### src/rtl/game_pkg.sv
// Shared game-logic definitions: arbiter state encoding and requester slot indices.
package game_pkg;

  typedef enum logic [1:0] {
    IDLE  = 2'd0,
    SCAN  = 2'd1,
    GRANT = 2'd2
  } arb_state_t;

  localparam int NUM_REQ_DEF = 4;

  localparam int REQ_PLAYER = 0;
  localparam int REQ_OBST   = 1;
  localparam int REQ_SCORE  = 2;
  localparam int REQ_LED    = 3;

endpackage

### src/rtl/rr_priority_picker.sv
// Combinational round-robin search: first set pending bit at or above rr_ptr, wrapping around.
module rr_priority_picker
  import game_pkg::*;
#(
  parameter int NUM_REQ = NUM_REQ_DEF,
  parameter int IDX_W   = (NUM_REQ > 1) ? $clog2(NUM_REQ) : 1
) (
  input  logic [NUM_REQ-1:0] pending,
  input  logic [IDX_W-1:0]   rr_ptr,
  output logic               found,
  output logic [IDX_W-1:0]   idx
);

  logic [IDX_W-1:0] w_pos;

  // Walk offsets from farthest to nearest so the nearest hit is the one that sticks.
  always_comb begin
    found = 1'b0;
    idx   = '0;
    w_pos = '0;
    for (int i = NUM_REQ - 1; i >= 0; i--) begin
      w_pos = IDX_W'((int'(rr_ptr) + i) % NUM_REQ);
      if (pending[w_pos]) begin
        found = 1'b1;
        idx   = w_pos;
      end
    end
  end

endmodule

### src/rtl/frame_update_arbiter.sv
// Per-frame update-slot arbiter: snapshots requests on frame_tick, grants them round-robin.
// Define FRAME_ARB_STATS_EN to build the saturating overrun/timeout counters behind stats.
module frame_update_arbiter
  import game_pkg::*;
#(
  parameter int NUM_REQ = NUM_REQ_DEF,
  parameter int TIMEOUT = 1023,
  parameter int CNT_W   = 10
) (
  input  logic               clkin,
  input  logic               reset,
  input  logic               frame_tick,
  input  logic [NUM_REQ-1:0] req,
  input  logic [NUM_REQ-1:0] done,
  output logic [NUM_REQ-1:0] grant,
  output logic               busy,
  output logic               timeout_pulse,
  output logic               overrun_pulse,
  output logic [15:0]        stats
);

  localparam int IDX_W = (NUM_REQ > 1) ? $clog2(NUM_REQ) : 1;

  arb_state_t         r_state, w_state_nxt;
  logic [NUM_REQ-1:0] r_pending, w_pending_nxt;
  logic [NUM_REQ-1:0] r_grant, w_grant_nxt;
  logic [IDX_W-1:0]   r_idx, w_idx_nxt;
  logic [IDX_W-1:0]   r_rr, w_rr_nxt;
  logic [CNT_W-1:0]   r_cnt, w_cnt_nxt;
  logic               r_busy, r_timeout, r_overrun;
  logic               w_timeout_nxt, w_overrun_nxt;
  logic               w_found, w_release;
  logic [IDX_W-1:0]   w_pick_idx, w_idx_succ;

  rr_priority_picker #(.NUM_REQ(NUM_REQ), .IDX_W(IDX_W)) u_picker (
    .pending (r_pending),
    .rr_ptr  (r_rr),
    .found   (w_found),
    .idx     (w_pick_idx)
  );

  assign w_idx_succ = (r_idx == IDX_W'(NUM_REQ - 1)) ? '0 : r_idx + IDX_W'(1);
  assign w_release  = done[r_idx] || (r_cnt == CNT_W'(TIMEOUT));

  always_comb begin
    w_state_nxt   = r_state;
    w_pending_nxt = r_pending;
    w_grant_nxt   = r_grant;
    w_idx_nxt     = r_idx;
    w_rr_nxt      = r_rr;
    w_cnt_nxt     = r_cnt;
    w_timeout_nxt = 1'b0;
    w_overrun_nxt = frame_tick && (r_state != IDLE);
    unique case (r_state)
      IDLE: begin
        if (frame_tick) begin
          w_pending_nxt = req;
          w_state_nxt   = SCAN;
        end
      end
      SCAN: begin
        if (w_found) begin
          w_grant_nxt = NUM_REQ'(1) << w_pick_idx;
          w_idx_nxt   = w_pick_idx;
          w_cnt_nxt   = '0;
          w_state_nxt = GRANT;
        end else begin
          w_state_nxt = IDLE;
        end
      end
      GRANT: begin
        w_cnt_nxt = r_cnt + CNT_W'(1);
        // A done arriving on the timeout cycle wins, so no timeout is reported then.
        if (w_release) begin
          w_grant_nxt          = '0;
          w_pending_nxt[r_idx] = 1'b0;
          w_rr_nxt             = w_idx_succ;
          w_timeout_nxt        = !done[r_idx];
          w_state_nxt          = SCAN;
        end
      end
      default: w_state_nxt = IDLE;
    endcase
  end

  always_ff @(posedge clkin) begin
    if (reset) begin
      r_state   <= IDLE;
      r_pending <= '0;
      r_grant   <= '0;
      r_idx     <= '0;
      r_rr      <= '0;
      r_cnt     <= '0;
      r_busy    <= 1'b0;
      r_timeout <= 1'b0;
      r_overrun <= 1'b0;
    end else begin
      r_state   <= w_state_nxt;
      r_pending <= w_pending_nxt;
      r_grant   <= w_grant_nxt;
      r_idx     <= w_idx_nxt;
      r_rr      <= w_rr_nxt;
      r_cnt     <= w_cnt_nxt;
      r_busy    <= (w_state_nxt != IDLE);
      r_timeout <= w_timeout_nxt;
      r_overrun <= w_overrun_nxt;
    end
  end

  assign grant         = r_grant;
  assign busy          = r_busy;
  assign timeout_pulse = r_timeout;
  assign overrun_pulse = r_overrun;

`ifdef FRAME_ARB_STATS_EN
  logic [7:0] r_ovr_cnt, r_to_cnt;

  // Counters step on the same edge that raises the matching pulse, and stick at 255.
  always_ff @(posedge clkin) begin
    if (reset) begin
      r_ovr_cnt <= '0;
      r_to_cnt  <= '0;
    end else begin
      if (w_overrun_nxt && (r_ovr_cnt != 8'hFF)) r_ovr_cnt <= r_ovr_cnt + 8'd1;
      if (w_timeout_nxt && (r_to_cnt != 8'hFF))  r_to_cnt  <= r_to_cnt + 8'd1;
    end
  end

  assign stats = {r_ovr_cnt, r_to_cnt};
`else
  assign stats = 16'h0000;
`endif

endmodule

### config.mk
export PLATFORM = sky130hd
export DESIGN_NAME = frame_update_arbiter
export DESIGN_NICKNAME = d
export VERILOG_FILES = /design/src/rtl/game_pkg.sv /design/src/rtl/rr_priority_picker.sv /design/src/rtl/frame_update_arbiter.sv
export SDC_FILE = /design/constraint.sdc
export NUM_CORES = 1
export LEC_CHECK = 0
export BUFFER_PORTS_ARGS = -buffer_cell sky130_fd_sc_hd__buf_2
export CORE_MARGIN = 2
export CORE_UTILIZATION = 48
export CTS_CLUSTER_DIAMETER = 50
export DETAILED_ROUTE_END_ITERATION = 10
export GPL_TIMING_DRIVEN = 0
export PLACE_DENSITY = 0.82
export SKIP_LAST_GASP = 1
export SLEW_MARGIN = 5
export SYNTH_ARGS = -nofsm -noshare
export SYNTH_HDL_FRONTEND = slang
export SYNTH_SLANG_ARGS = --single-unit
### constraint.sdc
create_clock -name clkin -period 1.7 [get_ports clkin]
set_clock_uncertainty 0.15 [all_clocks]
set_input_delay 0.34 -clock clkin [delete_from_list [all_inputs] [get_ports clkin]]
set_output_delay 0.34 -clock clkin [all_outputs]
set_load 0.02 [all_outputs]
## Word-level counts from Yosys, hierarchy flattened

Index checks and enable logic that the tools add are counted.

- Bits in registers: 27
- Input bits: 11
- Output and inout bits: 23
- Word-level logic and storage cells: 80

- $add $sub $neg: 5
- $lt $le $gt $ge: 6
- Equality and inequality tests: 7
- Shift operators: 1
- Multiplexer cells: 33
- Bitwise operators: 4
- Reduce and logical (&&, ||, !) cells: 15

Operator list:

| kind | number |
|---|---|
| $pmux 10 s2 | 1 |
| $mux 2 | 8 |
| $mux 4 | 4 |
| $pmux 4 s2 | 2 |
| $lt 2x3->1 const B | 5 |
| $add 10x1->10 const B | 1 |
| $bmux 1 s2 | 5 |
| $eq 10x10->1 const B | 1 |
| $mux 1 | 10 |
| $mux 10 | 1 |
| $reduce_bool 2->1 | 4 |
| $pmux 2 s3 | 1 |
| $reduce_and 2->1 | 3 |
| $reduce_and 3->1 | 2 |
| $add 2x1->2 const B | 2 |
| $add 2x2->2 const B | 2 |
| $and 4x4->4 | 1 |
| $eq 2x2->1 const B | 2 |
| $ne 2x2->1 const B | 2 |
| $not 4->4 | 1 |
| $shl 1x2->4 const A | 1 |
| $reduce_or 3->1 | 1 |
| $demux 1 s2 | 1 |
| $eq 2x1->1 const B | 1 |
| other kinds (7) | 9 |

## Longest topological paths before layout

Gate-level depths: netlist of the first run.

- Depth in word-level cells: 10
- Mapped depth: 6
- Mapped depth without buffers: 5

## Hierarchy

Synthesis of the first run repeated with hierarchy kept, for this count alone.

- Cells, all modules: 171
- Area, all modules: 1,446.4 um^2

By module, submodules not included:

| module | times used | cells an instance | area each (um^2) | sequential area each (um^2) |
|---|---|---|---|---|
| frame_update_arbiter | 1 | 158 | 1,368.8 | 540.5 |
| rr_priority_picker | 1 | 13 | 77.6 | 0.0 |

## Worst setup path after synthesis of the first run

No wires, ideal clock.

- Path kind: flip-flop to flip-flop
- Start: register r_cnt[0]
- End: register r_grant[0], in the netlist grant[0]
- Setup time: 0.117 ns
- Arrival time: 1.444 ns
- Data required time: 1.433 ns
- Path slack: -0.012 ns
- Stages on the path, launching flop included: 7
- Path buffers: 1
- Period minus slack after synthesis: 1.712 ns
- Cells stage by stage: dfxtp_1 > ha_1 > clkbuf_2 > and3_1 > a41oi_2 > nand2b_2 > a32o_2

- Cells in the longest elaborated chain, start to end: 4

Ends and longest elaborated chain:

| what | RTL line | text |
|---|---|---|
| start: declaration | frame_update_arbiter.sv:29 | `logic [CNT_W-1:0] r_cnt, w_cnt_nxt;` |
| start signal: assignment | frame_update_arbiter.sv:103 | `r_cnt <= w_cnt_nxt;` |
| $eq 10x10->1 | frame_update_arbiter.sv:43 | `assign w_release = done[r_idx] \|\| (r_cnt == CNT_W'(TIMEOUT));` |
| $logic_or 1x1->1 | frame_update_arbiter.sv:43 |  |
| $ne 2x2->1 (no line) | -- |  |
| $reduce_and 3->1 (no line) | -- |  |
| end signal: assignment | frame_update_arbiter.sv:100 | `r_grant <= w_grant_nxt;` |
| end: declaration | frame_update_arbiter.sv:26 | `logic [NUM_REQ-1:0] r_grant, w_grant_nxt;` |

Every way passes these cells.
A chain may end at the register's enable or synchronous reset.

## Worst setup path in the final report of the first run

- Start: register r_idx[0]
- End: register r_grant[1], in the netlist grant[1]

- Cells in the longest elaborated chain, start to end: 5

Ends and longest elaborated chain:

| what | RTL line | text |
|---|---|---|
| start: declaration | frame_update_arbiter.sv:27 | `logic [IDX_W-1:0] r_idx, w_idx_nxt;` |
| start signal: assignment | frame_update_arbiter.sv:101 | `r_idx <= w_idx_nxt;` |
| $bmux 1 s2 | frame_update_arbiter.sv:43 |  |
| $mux 1 (implied by the code) | frame_update_arbiter.sv:43 |  |
| $logic_or 1x1->1 | frame_update_arbiter.sv:43 |  |
| $ne 2x2->1 (no line) | -- |  |
| $reduce_and 3->1 (no line) | -- |  |

Every way passes these cells. The select of a mux whose other input is x is not followed.

==> flow_summary.json, run 1 <==
{
  "port_buffers": 17,
  "drt_pass1_iterations": 4,
  "syn_area_um2": 1540,
  "place_congestion": 0.834,
  "end_kind": "flop",
  "total_power_uw": 1220,
  "viasPerCell": 5.32,
  "postCtsHoldBufs": 0,
  "async_reset_ff_share_pct": 0,
  "pin_count": 34,
  "clkPwrFrac_pct": 23.1,
  "netlist.area_leader.share_pct": 35.0,
  "failed_checks": "setup timing",
  "worstSetupPathType": "reg -> reg",
  "crit_path_start_kind": "flop",
  "dieArea_um2": 3690,
  "cts_root_buf": "clkbuf_4",
  "seqPwrFrac_pct": 55.5,
  "grt_pass1_wl_mm": 5.46,
  "clockBufferDepth": 2,
  "switching_power_uw": 362,
  "htreeDepth": 1,
  "numCtsBuffers": 3,
  "num_rows": 20,
  "grt_max_degree": 16,
  "clock_latency_ns": 0.32,
  "ys.flop_type": "dfxtp_1",
  "finish.utilization_pct": 61.9,
  "nFillCells": 278,
  "cp_top_family": "multiplexers",
  "yosysMostFrequentCell": "dfxtp_1",
  "totalWireLength_mm": 3.42,
  "holdWs_ns": 0.0676,
  "synthTopCellsByArea": "dfxtp_1, buf_4, a21oi_1",
  "antenna_found_initial": 0,
  "ys_ff_latch": 27,
  "hold_class": "in -> reg",
  "yosysWarnings": 0,
  "crit_chain": "mux4_2 -> a41oi_4 -> nand2b_4 -> a32o_2",
  "setup_violations": 10,
  "dpl.hpwl_mm": 2.38,
  "powerDensity_nw_per_um2": 643,
  "fin_nets": 233,
  "start_util_pct": 50.6,
  "drc_errors": 0,
  "max-vdd-ir-drop_mv": 0.368,
  "synthTopCellsByCount": "dfxtp_1, a21oi_1, buf_4",
  "wl_per_cell_um": 13.2,
  "fin_setup_tns_ns": -0.458,
  "min_period_ns": 1.77,
  "slowest_stage": "mux4_2",
  "synth_largest_area_cell": "dfxtp_1",
  "cell_internal_pwr_uw": 853,
  "grt_pass1_vias": 1239,
  "synthDistinctLibCells": 48,
  "cp.required_ns": 1.83,
  "synth_seq_area_share_pct": 35.0,
  "num_vias": 1382,
  "final_layout_size_suffix_gt1_share_pct": 37.0,
  "dieHeight_um": 60.7,
  "crit_fanout": 6,
  "rsz0062_at_grt": "yes",
  "drt_iter0_markers": 64,
  "n_antenna_cell": 0,
  "register_area_um2": 556,
  "syn_to_final_growth_pct": 22.4,
  "drt.antenna.violating_nets": 0,
  "core_um2": 3050,
  "worstPathArrival_ns": 1.91,
  "max_stage_delay_ns": 0.54,
  "grt_overflow_total": 0,
  "path_buf_inv": 0,
  "avgSynthCellArea_um2": 8.77,
  "tritoncts": "done",
  "setup_slack_ns": -0.0710,
  "path_clk_slew_ns": 0.15,
  "maxCapViolations": 0,
  "synth-edff-count": 0,
  "p_leak_uw": 0.000782,
  "cts.sinks": 27,
  "report.final.slew_viol_count": 0,
  "p_comb_share_pct": 21.4,
  "status": "finished with violations",
  "syn-instance-count": 176,
  "swShare_pct": 29.8,
  "multi_input_area_um2": 933,
  "finalCritPeriodShare_pct": 104,
  "track_usage_pct": 19.7,
  "max_freq_mhz": 565,
  "die_w_um": 60.7,
  "hold_violations": 0
}
-- registers in the layout, indices dropped and copies added (netlist names) --
signal / count
overrun_pulse: 1
timeout_pulse: 1
busy: 1
grant: 4
r_cnt: 10
r_rr: 2
r_pending: 4
r_state: 2
r_idx: 2
-- layout make-up --
type / count / area share, %
buffer: 24 / 10.4
sequential: 27 / 29.4
inverter: 2 / 0.397
multi-input combinational: 138 / 49.4
clock buffer: 3 / 1.19
clock inverter: 1 / 0.265
timing repair buffer: 21 / 6.09
tap: 44 / 2.91
-- layer usage --
metal	wire length, um	GRT usage [%]	vias up
met2	1740	33.9	48
met3	197	4.05	5
met1	1430	24.0	640
met5	0	0	-
li1	-	-	689
met4	55	8.07	0
-- cells in the final DEF (no fill, tap or decap), types with 2 or more instances in the layout --
master / netlist / routed
o21ai_1: 0 / 4
nor2b_1: 3 / 3
a211oi_1: 5 / 4
buf_4: 16 / 20
a21oi_1: 20 / 19
buf_6: 1 / 2
nand4_1: 4 / 4
conb_1: 1 / 16
dfxtp_2: 0 / 9
nand3b_1: 4 / 4
nor3_1: 4 / 4
a32o_2: 2 / 2
nor2_1: 13 / 12
nand2_1: 10 / 10
buf_2: 0 / 17
o21ai_2: 0 / 2
clkbuf_4: 0 / 3
ha_1: 5 / 5
nor4b_1: 4 / 4
nand2b_1: 5 / 5
nor3b_1: 3 / 2
nand3_1: 5 / 5
dfxtp_1: 27 / 17
inv_1: 2 / 2
o21ai_0: 9 / 3
clkbuf_8: 3 / 3
-- metrics by stage --
step	setup WS [ns]	cells	area (um^2)
detailed placement	-0.264	252	1750
floorplan	0.00414	191	1610
global route	-0.131	260	1890
finish	-0.0710	260	1890
global placement	-0.189	252	1750
CTS	-0.0495	259	1830
-- worst reg2reg max path, delay by kind of cell, from the launching register on --
| kind | cells | cell delay [ns] |
|---|---|---|
| flops | 1 | 0.38 |
| mux | 1 | 0.54 |
| compound gates | 2 | 0.42 |
| simple gates | 1 | 0.24 |
-- kinds of logic after synthesis --
kind of cell,count (synthesis),share of synthesized area [%]
buffers and inverters,26,12.7
multiplexers,2,2.11
XOR/XNOR,1,0.567
flip-flops,27,35.0
AND/OR/NAND/NOR,67,25.0
AO/OA/AOI/OAI,47,20.3
other,1,0.243
adder cells (fa/ha/maj),5,4.05
-- final timing paths --
kind	startpoint	endpoint	slack (ns)	cells after the start
max	r_idx[0]	grant[1]	-0.07	4
min	req[0]	r_pending[0]	0.07	3
max reg2reg	r_idx[0]	grant[1]	-0.07	4
min reg2reg	r_cnt[6]	r_cnt[6]	0.34	1
-- power groups by stage --
stage | sequential (uW) | combinational (uW) | clock (uW)
finish | 675 | 261 | 280
global route | 678 | 284 | 324
CTS | 673 | 247 | 289
detailed placement | 689 | 235 | 0
global placement | 688 | 231 | 0
floorplan | 691 | 181 | 0
-- repair_timing --
action | 4_1_cts | 5_1_grt
endpoints found under the setup margin | 17 | 22
resized for setup | 12 | 22
setup buffers | 3 | 1
pin swaps | 4 | 9
(Power assumes the default switching activity.)
==> inputs of run 2 (changes only) <==
CORE_UTILIZATION = 40   (was 48)
PLACE_DENSITY = 0.71   (was 0.82)
==> run 2 against run 1 <==
Against the previous run:
- the run still ends with setup timing left
- sequential cell count is the same
- worst setup slack lost 0.011 ns
- largest power group unchanged
- via count shrank 2.7%
- maximum frequency shrank 0.62%
- worst hold slack gained 0.053 ns
- cell count grew 2.7%
==> flow_summary.json, run 2 (synthesized netlist as in run 1, its figures left out) <==
{
  "status": "finished with violations",
  "failed_checks": "setup timing",
  "drt_pass1_iterations": 4,
  "max-vdd-ir-drop_mv": 0.347,
  "die_w_um": 66.1,
  "p_leak_uw": 0.000808,
  "cp.depth": 4,
  "fin_nets": 236,
  "final_layout_size_suffix_gt1_share_pct": 36.1,
  "finalCritPeriodShare_pct": 105,
  "place_congestion": 0.757,
  "min_path_cells": 3,
  "totalWireLength_mm": 3.46,
  "largest_reg_flops": 10,
  "htreeDepth": 1,
  "final_design_area_no_fill_um2": 1940,
  "reg2reg_depth": 4,
  "worstSetupStartpoint": "r_idx[0]",
  "pin_count": 34,
  "gr-usage-met3_pct": 3.41,
  "tritoncts": "done",
  "reg2reg_from": "r_idx[0]",
  "crit_fanout": 6,
  "drc_errors": 0,
  "drt.antenna.violating_nets": 0,
  "crit_chain": "mux4_2 -> a41oi_4 -> nand2b_4 -> o21ai_1",
  "numCtsBuffers": 3,
  "hold_start": "req[2]",
  "path_clk_slew_ns": 0.09,
  "regMostFlops": "r_cnt",
  "worstPathArrival_ns": 1.80,
  "grt_pass1_vias": 1271,
  "dpl.hpwl_mm": 2.41,
  "core_um2": 3690,
  "final_common_cell": "buf_4",
  "syn_to_final_growth_pct": 25.4,
  "holdWs_ns": 0.121,
  "num_vias": 1344,
  "cts.sinks": 27,
  "cts_root_buf": "clkbuf_8",
  "report.final.slew_viol_count": 0,
  "grt_use_met2_pct": 29.3,
  "final_cell_mix": "buf_4, dfxtp_1, a21oi_1, buf_2, conb_1",
  "hold_class": "in -> reg",
  "wl_per_cell_um": 12.9,
  "busiest_layer": "met2",
  "clock_latency_ns": 0.28,
  "viasPerCell": 5.03,
  "setup_violations": 6,
  "port_buffers": 17,
  "num_rows": 22,
  "worstSetupPathType": "reg -> reg",
  "cp_top_family": "multiplexers",
  "track_usage_pct": 17.1,
  "fin_setup_tns_ns": -0.411,
  "dieArea_um2": 4370,
  "stdcell_count": 267,
  "end_kind": "flop",
  "slowest_stage": "mux4_2",
  "max_freq_mhz": 561,
  "grt_overflow_total": 0,
  "antenna_found_initial": 0,
  "dp_cells": 256,
  "setup_slack_ns": -0.0820,
  "postCtsHoldBufs": 0,
  "gr-usage-met1_pct": 21.0,
  "grt_pass1_wl_mm": 5.82,
  "powerDensity_nw_per_um2": 679,
  "hold_violations": 0,
  "cp.required_ns": 1.71,
  "placed_cell_area_um2": 1750,
  "dieHeight_um": 66.1,
  "drt_iter0_markers": 50,
  "clockBufferDepth": 2,
  "grt_max_degree": 15,
  "maxCapViolations": 0,
  "crit_path_start_kind": "flop",
  "path_buf_inv": 0,
  "rsz0062_at_grt": "yes",
  "min_period_ns": 1.78,
  "start_util_pct": 41.9,
  "n_antenna_cell": 0,
  "max_stage_delay_ns": 0.55
}
## run 2: cell count changes in the layout (fill, tap and decap cells not counted), moves of 2 or more
cell	change
buf_4	+4
dfxtp_2	-4
clkbuf_4	-3
clkbuf_8	+3
dfxtp_1	+3
o21ai_1	+2
## run 2: what timing repair did
| action | in CTS | in global routing |
|---|---|---|
| gates resized for setup | 15 | 19 |
| pin swaps | 6 | 9 |
| setup endpoints to repair | 17 | 21 |
| buffers inserted | 5 | 2 |
## run 2: cell type report
class	count	area [um^2]
fillers	362	1750
multi-input cells	138	940
flip-flops and latches	27	554
plain buffers	24	193
repair buffers	24	138
well taps	48	60.1
clock buffers	4	45.0
inverters	2	7.51
## run 2: path summary, 6_finish.rpt
check	endpoint	slack [ns]
max	r_rr[1]	-0.08
min	r_pending[2]	0.12
max reg2reg	r_rr[1]	-0.08
min reg2reg	r_cnt[6]	0.34
## run 2: where the power goes
part           leakage, uW  switching [uW]  total (uW)  internal (uW)
Combinational     0.000562             155         272            116
Sequential        0.000223            18.5         670            652
Clock            0.0000228             204         373            168
## run 2: worst reg2reg max path, cell delays in order, from the launching register on
cell and delay (ns):
dfxtp_4 0.36, mux4_2 0.55, a41oi_4 0.29, nand2b_4 0.24, o21ai_1 0.08
## run 2: through the flow
step	total power, uW	setup slack [ns]	util, %
4_1_cts	1310	-0.0312	50.8
3_5_place_dp	925	-0.264	47.5
3_3_place_gp	923	-0.216	47.5
2_1_floorplan	872	0.00414	-
5_1_grt	1380	-0.121	52.5
6_report	1310	-0.0820	52.5
## run 2: metal layers
metal	routed length (um)	share of wire [%]
met1	1610	47
met2	1630	47
met3	132	3.8
met4	82	2.4
met5	0	0
==> inputs of run 3 (changes only) <==
==> constraint.sdc (replaced) <==
create_clock -name clkin -period 1.7 [get_ports clkin]
set_clock_uncertainty 0.15 [all_clocks]
set_input_delay 0.085 -clock clkin [delete_from_list [all_inputs] [get_ports clkin]]
set_output_delay 0.085 -clock clkin [all_outputs]
set_load 0.02 [all_outputs]
==> run 3 against run 2 <==
Against the previous run:
- the flow still finishes with violations (setup timing)
- combinational power increased by 3%
- sequential power is essentially flat
- wire length up 1.8%
- first-iteration DRC count increased by 4.0%
- register-to-register slack hardly changed
- total power grew 0.74%
- critical path depth is the same
- critical path type unchanged
==> flow_summary.json, run 3 (synthesized netlist as in run 1, its figures left out) <==
{
  "status": "finished with violations",
  "failed_checks": "setup timing",
  "syn_to_final_growth_pct": 28.7,
  "grt_max_degree": 15,
  "maxCapViolations": 0,
  "worstPathArrival_ns": 1.80,
  "setup_violations": 7,
  "dieArea_um2": 4370,
  "swShare_pct": 28.7,
  "final_cell_mix": "buf_4, dfxtp_1, a21oi_1, buf_2, conb_1",
  "dp_slack_ns": -0.264,
  "worstSetupPathType": "reg -> reg",
  "reg2reg_from": "r_idx[0]",
  "final_common_cell": "buf_4",
  "largest_reg_flops": 10,
  "dieHeight_um": 66.1,
  "register_area_um2": 554,
  "drc_errors": 0,
  "max_freq_mhz": 560,
  "track_usage_pct": 17.2,
  "drt_pass1_iterations": 4,
  "finalCritPeriodShare_pct": 105,
  "totalWireLength_mm": 3.52,
  "multi_input_area_um2": 940,
  "clock_latency_ns": 0.28,
  "drt_iter0_markers": 52,
  "final_layout_size_suffix_gt1_share_pct": 35.3,
  "reg2reg_depth": 4,
  "hold_class": "in -> reg",
  "wl_per_cell_um": 12.9,
  "grt_pass1_vias": 1296,
  "report.final.slew_viol_count": 0,
  "grt_pass1_wl_mm": 5.87,
  "dp_cells": 256,
  "p_leak_uw": 0.000828,
  "antenna_found_initial": 0,
  "end_kind": "flop",
  "switching_power_uw": 380,
  "rsz0062_at_grt": "yes",
  "place_congestion": 0.757,
  "die_w_um": 66.1,
  "core_um2": 3690,
  "min_path_cells": 3,
  "pin_count": 34,
  "port_buffers": 17,
  "stdcell_count": 272,
  "hold_end": "overrun_pulse",
  "cts.sinks": 27,
  "clockBufferDepth": 2,
  "hold_violations": 0,
  "placed_cell_area_um2": 1750,
  "regMostFlops": "r_cnt",
  "cp.required_ns": 1.72,
  "htreeDepth": 1,
  "hold_start": "reset",
  "grt_overflow_total": 0,
  "tritoncts": "done",
  "num_rows": 22,
  "cts_root_buf": "clkbuf_8",
  "cell_internal_pwr_uw": 944,
  "min_period_ns": 1.78,
  "r2r_slack_ns": -0.08,
  "num_vias": 1372,
  "final_design_area_no_fill_um2": 1990,
  "numCtsBuffers": 3,
  "max-vdd-ir-drop_mv": 0.348,
  "p_comb_share_pct": 21.2,
  "viasPerCell": 5.04,
  "drt.antenna.violating_nets": 0,
  "powerDensity_nw_per_um2": 667,
  "setup_slack_ns": -0.0845,
  "path_clk_slew_ns": 0.09,
  "r2r-end": "r_rr[1]",
  "start_util_pct": 41.9,
  "fin_nets": 241,
  "seqPwrFrac_pct": 50.6,
  "crit_path_start_kind": "flop",
  "clkPwrFrac_pct": 28.2,
  "crit_fanout": 6,
  "nFillCells": 358,
  "n_antenna_cell": 0,
  "dpl.hpwl_mm": 2.41,
  "holdWs_ns": 0.00807
}
## run 3: changes by cell type in the layout (fill, tap and decap cells not counted), sizes merged
cell,delta
dlygate4sd3,+5
## run 3: timing repair
item,in CTS,in global routing
buffers inserted,5,2
endpoints found under the hold margin,7,0
gates resized for setup,15,19
cloned,0,0
pin swaps,6,9
hold buffers,5,0
setup endpoints to repair,17,21
## run 3: layout make-up
| class | count | area share (%) |
|---|---|---|
| well taps | 48 | 3.02 |
| plain buffers | 24 | 9.70 |
| flip-flops and latches | 27 | 27.9 |
| repair buffers | 29 | 9.45 |
| inverters | 2 | 0.378 |
| multi-input cells | 138 | 47.3 |
| clock buffers | 4 | 2.27 |
## run 3: metal layers
layer / vias to the layer above / global-route usage [%] / share of wire (%)
li1: 707 / - / -
met2: 31 / 29.8 / 46
met3: 8 / 3.41 / 4.2
met5: - / 0 / 0
met4: 0 / 6.63 / 2.4
met1: 626 / 20.9 / 47
## run 3: worst max-delay path: stages (launching register included)
cell and delay [ns]:
dfxtp_4 0.36, mux4_2 0.55, a41oi_4 0.29, nand2b_4 0.24, o21ai_1 0.08
## run 3: stage by stage
stage / setup TNS, ns / util (%) / total power (uW)
3_3_place_gp: -2.40 / 47.5 / 923
3_5_place_dp: -2.50 / 47.5 / 925
5_1_grt: -1.26 / 53.9 / 1390
4_1_cts: -0.125 / 52.1 / 1320
6_report: -0.430 / 53.9 / 1320
2_1_floorplan: 0 / - / 872
## run 3: power groups by stage
stage	combinational (uW)	clock [uW]	sequential, uW
floorplan	181	0	691
global placement	234	0	689
detailed placement	236	0	689
CTS	268	382	670
global route	307	412	675
finish	281	373	670
## run 3: worst max-delay path by stage
stage / slack (ns) / startpoint / depth (start not counted) / endpoint
after floorplan: 0.004 / r_idx[0] / 4 / r_rr[1]
after global placement: -0.22 / r_cnt[0] / 6 / grant[3]
after detailed placement: -0.26 / r_cnt[0] / 6 / r_pending[0]
after CTS: -0.03 / r_idx[0] / 4 / r_state[0]
after global routing: -0.12 / r_idx[0] / 4 / r_rr[1]
final: -0.08 / r_idx[0] / 4 / r_rr[1]
